<file path="src/rtl/fifo_defs.sv">
// Shared FIFO geometry: default widths, derived depth and count width,
// and the per-cycle operation encoding used by the FIFO controller.
package fifo_defs;

  localparam int DEFAULT_DATA_WIDTH = 8;
  localparam int DEFAULT_ADDR_WIDTH = 2;

  // Number of entries addressed by an ADDR_WIDTH-bit pointer.
  function automatic int fifo_depth(input int addr_width);
    return 1 << addr_width;
  endfunction

  // Occupancy needs one extra bit so that a completely full FIFO is representable.
  function automatic int count_width(input int addr_width);
    return addr_width + 1;
  endfunction

  localparam int DEFAULT_DEPTH       = fifo_depth(DEFAULT_ADDR_WIDTH);
  localparam int DEFAULT_COUNT_WIDTH = count_width(DEFAULT_ADDR_WIDTH);

  // Accepted operation in a cycle, encoded as {push_ok, pop_ok}.
  typedef enum logic [1:0] {
    OP_IDLE = 2'b00,
    OP_POP  = 2'b01,
    OP_PUSH = 2'b10,
    OP_BOTH = 2'b11
  } fifo_op_e;

endpackage

</file>
<file path="src/rtl/ram_dp.sv">
// Simple dual-port RAM: synchronous write port, synchronous registered read port.
// The array itself is never reset; only the read-data register is.
module ram_dp #(
  parameter int DATA_WIDTH = 8,
  parameter int ADDR_WIDTH = 2
) (
  input  logic                  clk,
  input  logic                  reset_L,
  input  logic                  we,
  input  logic [ADDR_WIDTH-1:0] wr_addr,
  input  logic [DATA_WIDTH-1:0] wr_data,
  input  logic                  re,
  input  logic [ADDR_WIDTH-1:0] rd_addr,
  output logic [DATA_WIDTH-1:0] rd_data
);

  localparam int DEPTH = 1 << ADDR_WIDTH;

  logic [DATA_WIDTH-1:0] r_mem [DEPTH];
  logic [DATA_WIDTH-1:0] r_rd_data;

  // Write port: store wr_data at wr_addr when enabled.
  // NOTE: the storage array has no reset so it maps onto RAM macros/LUTRAM; stale contents are unreachable because the pointers are reset.
  always_ff @(posedge clk) begin
    if (we) begin
      r_mem[wr_addr] <= wr_data;
    end
  end

  // Read port: register the addressed word on a read; hold otherwise.
  always_ff @(posedge clk or negedge reset_L) begin
    if (!reset_L) begin
      r_rd_data <= '0;
    end else if (re) begin
      r_rd_data <= r_mem[rd_addr];
    end
  end

  assign rd_data = r_rd_data;

endmodule

</file>
<file path="src/rtl/fifo_param.sv">
// Parametrised synchronous FIFO with registered read data, read-valid strobe,
// push-through at full, occupancy flags with programmable thresholds, and
// sticky overflow/underflow error flags.
module fifo_param
  import fifo_defs::*;
#(
  parameter int DATA_WIDTH = DEFAULT_DATA_WIDTH,
  parameter int ADDR_WIDTH = DEFAULT_ADDR_WIDTH
) (
  input  logic                  clk,
  input  logic                  reset_L,
  input  logic                  write,
  input  logic [DATA_WIDTH-1:0] data_in,
  input  logic                  read,
  input  logic [ADDR_WIDTH:0]   umb_almost_full,
  input  logic [ADDR_WIDTH:0]   umb_almost_empty,
  input  logic                  err_clr,
  output logic [DATA_WIDTH-1:0] data_out,
  output logic                  data_valid,
  output logic [ADDR_WIDTH:0]   data_count,
  output logic                  full,
  output logic                  empty,
  output logic                  almost_full,
  output logic                  almost_empty,
  output logic                  overflow_err,
  output logic                  underflow_err
);

  localparam int CW = count_width(ADDR_WIDTH);
  localparam logic [CW-1:0] DEPTH_C = CW'(fifo_depth(ADDR_WIDTH));

  logic [ADDR_WIDTH-1:0] r_wr_ptr;
  logic [ADDR_WIDTH-1:0] r_rd_ptr;
  logic [CW-1:0]         r_count;
  logic                  r_data_valid;
  logic                  r_overflow_err;
  logic                  r_underflow_err;

  logic                  w_full;
  logic                  w_empty;
  logic                  w_push;
  logic                  w_pop;
  fifo_op_e              w_op;

  // Occupancy flags are decoded straight from the count register.
  assign w_empty = (r_count == '0);
  assign w_full  = (r_count == DEPTH_C);

  // Accept logic: a push at full is allowed only alongside a pop; no bypass at empty.
  // NOTE: every signal assigned in always_comb gets a value on every path, otherwise a latch is inferred.
  always_comb begin
    w_push = write & (~w_full | read);
    w_pop  = read & ~w_empty;
    w_op   = fifo_op_e'({w_push, w_pop});
  end

  ram_dp #(
    .DATA_WIDTH (DATA_WIDTH),
    .ADDR_WIDTH (ADDR_WIDTH)
  ) u_ram (
    .clk     (clk),
    .reset_L (reset_L),
    .we      (w_push),
    .wr_addr (r_wr_ptr),
    .wr_data (data_in),
    .re      (w_pop),
    .rd_addr (r_rd_ptr),
    .rd_data (data_out)
  );

  // Pointer advance on accepted push/pop; natural wrap at DEPTH.
  // NOTE: sequential state uses non-blocking assignments so every flop samples pre-edge values.
  always_ff @(posedge clk or negedge reset_L) begin
    if (!reset_L) begin
      r_wr_ptr <= '0;
      r_rd_ptr <= '0;
    end else begin
      if (w_push) r_wr_ptr <= r_wr_ptr + ADDR_WIDTH'(1);
      if (w_pop)  r_rd_ptr <= r_rd_ptr + ADDR_WIDTH'(1);
    end
  end

  // Occupancy counter: accept logic guarantees it stays within 0..DEPTH.
  always_ff @(posedge clk or negedge reset_L) begin
    if (!reset_L) begin
      r_count <= '0;
    end else begin
      case (w_op)
        OP_PUSH: r_count <= r_count + CW'(1);
        OP_POP:  r_count <= r_count - CW'(1);
        default: r_count <= r_count;
      endcase
    end
  end

  // Read-valid strobe: high for exactly the cycle after an accepted pop.
  always_ff @(posedge clk or negedge reset_L) begin
    if (!reset_L) begin
      r_data_valid <= 1'b0;
    end else begin
      r_data_valid <= w_pop;
    end
  end

  // Sticky error flags: a new error in the clearing cycle takes priority.
  always_ff @(posedge clk or negedge reset_L) begin
    if (!reset_L) begin
      r_overflow_err  <= 1'b0;
      r_underflow_err <= 1'b0;
    end else begin
      r_overflow_err  <= (write & ~w_push) | (r_overflow_err  & ~err_clr);
      r_underflow_err <= (read  & ~w_pop)  | (r_underflow_err & ~err_clr);
    end
  end

  assign data_valid    = r_data_valid;
  assign data_count    = r_count;
  assign full          = w_full;
  assign empty         = w_empty;
  assign almost_full   = (r_count >= umb_almost_full);
  assign almost_empty  = (r_count <= umb_almost_empty) & ~w_empty;
  assign overflow_err  = r_overflow_err;
  assign underflow_err = r_underflow_err;

endmodule

</file>
<file path="config.mk">
export PLATFORM = sky130hd
export DESIGN_NAME = fifo_param
export DESIGN_NICKNAME = d
export VERILOG_FILES = /design/src/rtl/fifo_defs.sv /design/src/rtl/ram_dp.sv /design/src/rtl/fifo_param.sv
export SDC_FILE = /design/constraint.sdc
export NUM_CORES = 1
export LEC_CHECK = 0
export ABC_AREA = 1
export CAP_MARGIN = 15
export CELL_PAD_IN_SITES_DETAIL_PLACEMENT = 2
export CELL_PAD_IN_SITES_GLOBAL_PLACEMENT = 2
export CORE_UTILIZATION = 35
export CTS_BUF_LIST = sky130_fd_sc_hd__clkbuf_4
export CTS_CLUSTER_SIZE = 40
export DETAILED_ROUTE_END_ITERATION = 10
export PLACE_DENSITY_LB_ADDON = 0.1
export SLEW_MARGIN = 10
export SYNTH_ARGS = -nofsm -noshare
export SYNTH_HDL_FRONTEND = slang
export SYNTH_SLANG_ARGS = --single-unit
</file>
<file path="constraint.sdc">
create_clock -name clk -period 2.27 [get_ports clk]
set_input_delay 0.454 -clock clk [delete_from_list [all_inputs] [get_ports clk]]
set_output_delay 0.454 -clock clk [all_outputs]
set_load 0.01 [all_outputs]
</file>
Word level (Yosys, flattened, before mapping)
Memory sizes are Yosys's and may differ from the RTL's. A register that Yosys moved wholly into a read port is not among the register bits.
Cells that the tools add are included.
{ "word_totals": {"regBits": 10, "ramBits": 32, "mem_count": 1, "wordCells": 37} }
{ "classes": {"n_reduce_logical": 3, "n_addsub": 4, "n_lt_le_gt_ge": 2, "n_bitwise": 15, "eq_ne": 3, "n_mux": 3} }
{ "memory_table": {"columns": ["memory", "depth", "width", "rd", "rd_ports_with_merged_regs", "wr", "line", "text"], "rows": [
  ["u_ram.r_mem", 4, 8, 1, 1, 1, "ram_dp.sv:19", "logic [DATA_WIDTH-1:0] r_mem [DEPTH];"]
]} }
{ "ops": {"columns": ["op", "n"], "rows": [
  ["1-bit bitwise AND", 7],
  ["3-bit one-hot mux with 2 select lines", 1],
  ["1-bit NOT", 5],
  ["2-bit by 1-bit adder with 2-bit output (second input constant)", 2],
  ["3-bit by 1-bit adder with 3-bit output (second input constant)", 1],
  ["3-bit equality test (second input constant)", 1],
  ["3-bit greater-or-equal comparator", 1],
  ["3-bit less-or-equal comparator", 1],
  ["3-bit zero test", 1],
  ["1-bit OR", 3],
  ["3-bit by 1-bit subtractor with 3-bit output (second input constant)", 1],
  ["2-bit by 1-bit equality test with 1-bit output (second input constant)", 1],
  ["2-bit equality test (second input constant)", 1],
  ["1-bit two-way mux", 2],
  ["2-bit nonzero test", 1],
  ["1-bit zero test", 1]
]} }

Depth between registers and ports, before layout
{ "logic_depth": {"word_depth": 7, "mapped_depth": 11, "depth_no_buf": 11} }

Hierarchy
From an unflattened synthesis, not the netlist that was laid out.
{ "hier_totals": {"hier_cells": 251, "hier_area_um2": 2338.5} }
{ "modules_own_cells": {"columns": ["module", "cells_each", "seq_area_each_um2", "instances", "area_each_um2"], "rows": [
  ["ram_dp", 167, 1161.1, 1, 1686.6],
  ["fifo_param", 84, 250.2, 1, 651.9]
]} }

Worst setup path before layout
No wires, ideal clock.
{ "synth_path": {"path_type": "reg2reg", "from": "register r_count[1], in the netlist data_count[1]", "to": "register r_count[2], in the netlist data_count[2]", "path_buffers": 0, "arrival_ns": 1.734, "path_stages_with_launch": 10, "required_ns": 2.147, "setup_slack_ns": 0.413, "setup_ns": 0.123, "path_cell_list": "dfrtp_1 > nor2_2 > nand3_1 > nand2_2 > ha_1 > inv_1 > fa_1 > nand2_1 > nand3_1 > xor2_1"} }
{ "synth_between": {"elab_chain_len": 6, "word_cells_on_any_way": 13, "classes_between": "add/sub (2); eq/ne (3); mux (1); bitwise (5); reduce/logical (2)"} }
{ "synth_lines": {"columns": ["element", "line", "text"], "rows": [
  ["from (decl)", "fifo_param.sv:34", "logic [CW-1:0] r_count;"],
  ["from (signal assigned)", "fifo_param.sv:89", "OP_PUSH: r_count <= r_count + CW'(1);"],
  ["from (signal assigned)", "fifo_param.sv:90", "OP_POP: r_count <= r_count - CW'(1);"],
  ["from (signal assigned)", "fifo_param.sv:91", "default: r_count <= r_count;"],
  ["3-bit equality test", "fifo_param.sv:47", "assign w_full = (r_count == DEPTH_C);"],
  ["1-bit NOT", "fifo_param.sv:52", "w_push = write & (~w_full | read);"],
  ["1-bit OR", "fifo_param.sv:52", null],
  ["1-bit bitwise AND", "fifo_param.sv:52", null],
  ["2-bit by 1-bit equality test with 1-bit output or 2-bit equality test (tied branches)", "fifo_param.sv:88", "case (w_op)"],
  ["3-bit one-hot mux with 2 select lines or 2-bit nonzero test (tied branches)", null, null]
]} }
Several ways; a longest one is shown, not always the timed one.
A chain may end at the register's enable or synchronous reset.

Final worst setup path
{ "layout_path": {"from": "input umb_almost_full[2]", "to": "output almost_full"} }
{ "layout_between": {"elab_chain_len": 1} }
{ "layout_lines": {"columns": ["element", "line", "text"], "rows": [
  ["from (decl)", "fifo_param.sv:15", "input logic [ADDR_WIDTH:0] umb_almost_full,"],
  ["3-bit greater-or-equal comparator", "fifo_param.sv:120", "assign almost_full = (r_count >= umb_almost_full);"],
  ["to (decl)", "fifo_param.sv:23", "output logic almost_full,"]
]} }
Every way passes these cells.

==> reports/summary.md <==
### Run status
• run status: finished, violations left
• violations in the final reports: DRC

### Logic synthesis
• library cell occupying the most area in the post-synthesis netlist: edfxtp_1
• Main synth FF type: edfxtp_1
• number of synthesized flops with an enable pin: 32
• ranking of synthesized cells by instance count: nand2_1 (66), inv_1 (53), edfxtp_1 (32), nand3_1 (23), dfrtp_1 (18)
• syn nets: 272
• post-synth top area share: 40.4%
• synthesized area per cell: 9.87 um2
• number of standard cells after synthesis: 241
• post-synth design cell area: 0.00238 mm2
• main area contributors after synthesis: edfxtp_1 (40%), dfrtp_1 (19%), nand2_1 (10%)
• most frequent cell after synthesis: nand2_1
• number of warnings printed during yosys synthesis: 0
• post-synthesis register bit count: 50
• post-synth cell types: 25
• sequential fraction of the synthesis area: 59.3%
• Async SR Flop Fraction: 36.0%

### Detailed routing
• mean routed wirelength per cell: 15.7 um
• wirelength, routed: 5810 um
• DRT antenna net count: 0
• vias per inst: 4.69
• via total after detailed routing: 1740
• drc violations: 2
• number of iterations in the first detailed-routing pass: 9
• Detailed Route Iter0 Violations: 65

### Power
• leakage power summed over all cells: 1.42 nW
• power per cell area: 1170 mW/mm2
• part of the power in combinational logic: 47.5%
• Psw: 1.39 mW
• internal power contribution: 2.09 mW
• register share of total power: 41.0%
• peak ir drop on the vdd network: 0.430 mV
• clock network fraction of design power: 11.5%
• switching power as a share of total power: 40.0%

### STA
• number of pins exceeding their max-slew limit in the final report: 0
• final critical-path required period: 2.19 ns
• measured slew at the worst slew-check pin: 0.489 ns
• Tcrit/Tclk final: 96.7%
• worst slew margin relative to its limit: 67.4%
• Max Freq: 0.456 GHz
• number of failing hold endpoints at the final stage: 0
• largest clock skew in the final design: 0.00501 ns
• final setup vio count: 0

### Place
• RePlAce Congestion: 0.678
• port bufs: 36
• count of placed standard cells including taps: 363
• post-detailed-placement cell area: 0.00289 mm2
• DPL Wire Length: 4470 um

### Die
• Vert. Die Dim: 84.5 um
• boundary pin count: 37
• number of standard-cell rows in the floorplan: 29
• Die Area: 0.00713 mm2
• starting utilization of the core area: 36.8%
• Die X-Extent: 84.5 um
• core region area: 0.00646 mm2

### CTS
• CTS sink count: 50
• number of post-CTS setup repair buffers: 0
• number of buffers inserted during clock tree synthesis: 5
• Worst-path clk slew: 0.15 ns
• clock root buffer master: clkbuf_4
• TritonCTS clock tree: built
• CTS Buffer Depth: 2
• hold buffer count at CTS: 0
• clock network latency to the later pin of the worst-skew pair: 0.35 ns
• maximum level of the CTS H-tree: 2

### GRT
• first-pass GRT wire length: 9540 um
• number of global-route vias before repair: 1939
• total global-route track usage: 17.7%
• antenna violations before repair: 0
• largest net degree at the start of global routing: 19
• remaining global-route overflow: 0

### Worst setup path
• launching element type of the critical path: primary input
• crit-path max FO: 3
• crit path DAT: 1.74 ns
• reg2reg setup slack: 0.34 ns
• launching element of the worst setup path: umb_almost_full[2]
• kind of capture point of the worst setup path: output port
• required time at the endpoint of the critical path: 1.82 ns
• Worst setup endpoint: almost_full
• category of the most critical setup path: primary input to output port
• end of the worst register-to-register path: data_count[2]$_DFFE_PN0P_
• depth of the most critical reg-to-reg path: 10
• worst flop-to-flop path startpoint: data_count[0]$_DFFE_PN0P_

### Finish
• net total in the final layout: 324
• ratio of cells with drive above 1 in the final layout: 14.6%
• final cell count without fillers: 371
• number of inserted filler cells in the final layout: 710
• Layout Utilization: 46.1%
• post-route standard cell area excluding fillers: 0.00298 mm2
• area growth from synthesis to layout: 25.1%
• number of antenna diodes: 0

### Flow run
• # Max-Cap Violations: 0

### Worst hold path
• path type of the worst min-delay path: primary input to asynchronous set/reset pin

-- critical path, stage by stage --
cell and delay [ns]:
clkdlybuf4s50_1 0.46, inv_1 0.06, ha_4 0.27, nand2_1 0.05
o211ai_1 0.17, clkdlybuf4s15_1 0.26
-- power by group through the flow --
stage	Clock (mW)	Sequential (mW)	Combinational [mW]
floorplan	0	1.43	0.947
global placement	0	1.42	1.61
detailed placement	0	1.44	1.68
CTS	0.418	1.42	1.67
global route	0.448	1.46	1.87
finish	0.400	1.42	1.65
-- kinds of logic after synthesis --
family / count (synthesis) / synth area share (%)
XOR/XNOR: 4 / 1.47
AND/OR/NAND/NOR: 107 / 19.6
flip-flops: 50 / 59.3
adder cells (fa/ha/maj): 12 / 6.62
buffers and inverters: 60 / 11.2
AO/OA/AOI/OAI: 8 / 1.84
-- flip-flops by register name (all words and copies together) (netlist names) --
| signal | flops |
|---|---|
| data_valid | 1 |
| u_ram.r_mem | 32 |
| r_wr_ptr | 2 |
| data_count | 3 |
| r_rd_ptr | 2 |
| u_ram.rd_data | 8 |
| overflow_err | 1 |
| underflow_err | 1 |
-- metal layers --
layer	vias to the layer above	wire [um]	GRT usage, %
met5	-	0	0
met4	0	24	3.70
met3	2	141	2.95
met2	22	3140	33.5
met1	872	2510	21.2
li1	844	-	-
-- how the worst min path moves through the flow --
| stage | from | endpoint | slack [ns] | cells past startpoint |
|---|---|---|---|---|
| final | reset_L | u_ram.rd_data[5]$_DFFE_PN0P_ | 0.42 | 2 |
| after global routing | reset_L | u_ram.rd_data[5]$_DFFE_PN0P_ | 0.40 | 2 |
| after CTS | reset_L | u_ram.rd_data[5]$_DFFE_PN0P_ | 0.41 | 2 |
| after detailed placement | u_ram.rd_data[6]$_DFFE_PN0P_ | u_ram.rd_data[6]$_DFFE_PN0P_ | 0.47 | 2 |
| after global placement | u_ram.rd_data[2]$_DFFE_PN0P_ | u_ram.rd_data[2]$_DFFE_PN0P_ | 0.46 | 2 |
| after floorplan | reset_L | data_count[0]$_DFFE_PN0P_ | 0.16 | 0 |
-- cell type report --
type                            instances  area, um2  share of cell area [%]
Clock buffer                            5       37.5                    1.26
Clock inverter                          3       16.3                   0.546
Inverter                               55        211                    7.10
Multi-Input combinational cell        131        739                    24.8
Sequential cell                        50       1410                    47.5
Tap cell                               77       96.3                    3.24
Timing Repair Buffer                   50        463                    15.5
-- stage by stage --
stage                 TNS, ns  total power, mW  setup slack, ns  hold slack, ns
floorplan                   0             2.37            0.413           0.158
finish                      0             3.47           0.0759           0.420
CTS                         0             3.51          0.00736           0.405
global route        -0.000141             3.77        -0.000141           0.405
global placement       -0.517             3.03           -0.318           0.463
detailed placement     -0.677             3.12           -0.376           0.469
-- layout by cell type (no fill, tap or decap), types with 2 or more instances in the layout --
| cell type | synthesis | final |
|---|---|---|
| nand3_1 | 23 | 23 |
| xnor2_1 | 2 | 2 |
| dfrtp_2 | 0 | 2 |
| nand2_1 | 66 | 66 |
| inv_1 | 53 | 53 |
| dfrtp_1 | 18 | 16 |
| ha_4 | 0 | 2 |
| buf_4 | 1 | 14 |
| edfxtp_1 | 32 | 32 |
| clkbuf_4 | 0 | 5 |
| nand2_2 | 11 | 11 |
| clkdlybuf4s50_1 | 0 | 33 |
| nor2_1 | 4 | 4 |
| xor2_1 | 2 | 2 |
| o21ai_0 | 2 | 2 |
| ha_1 | 11 | 9 |
| a21oi_2 | 0 | 2 |
-- repair_timing --
action,in CTS,in global routing
pin swaps,1,0
endpoints found under the hold margin,0,0
endpoints found under the setup margin,3,4
cloned,0,0
gates resized for setup,8,6
No activity file was read; power rests on OpenSTA's default activity.
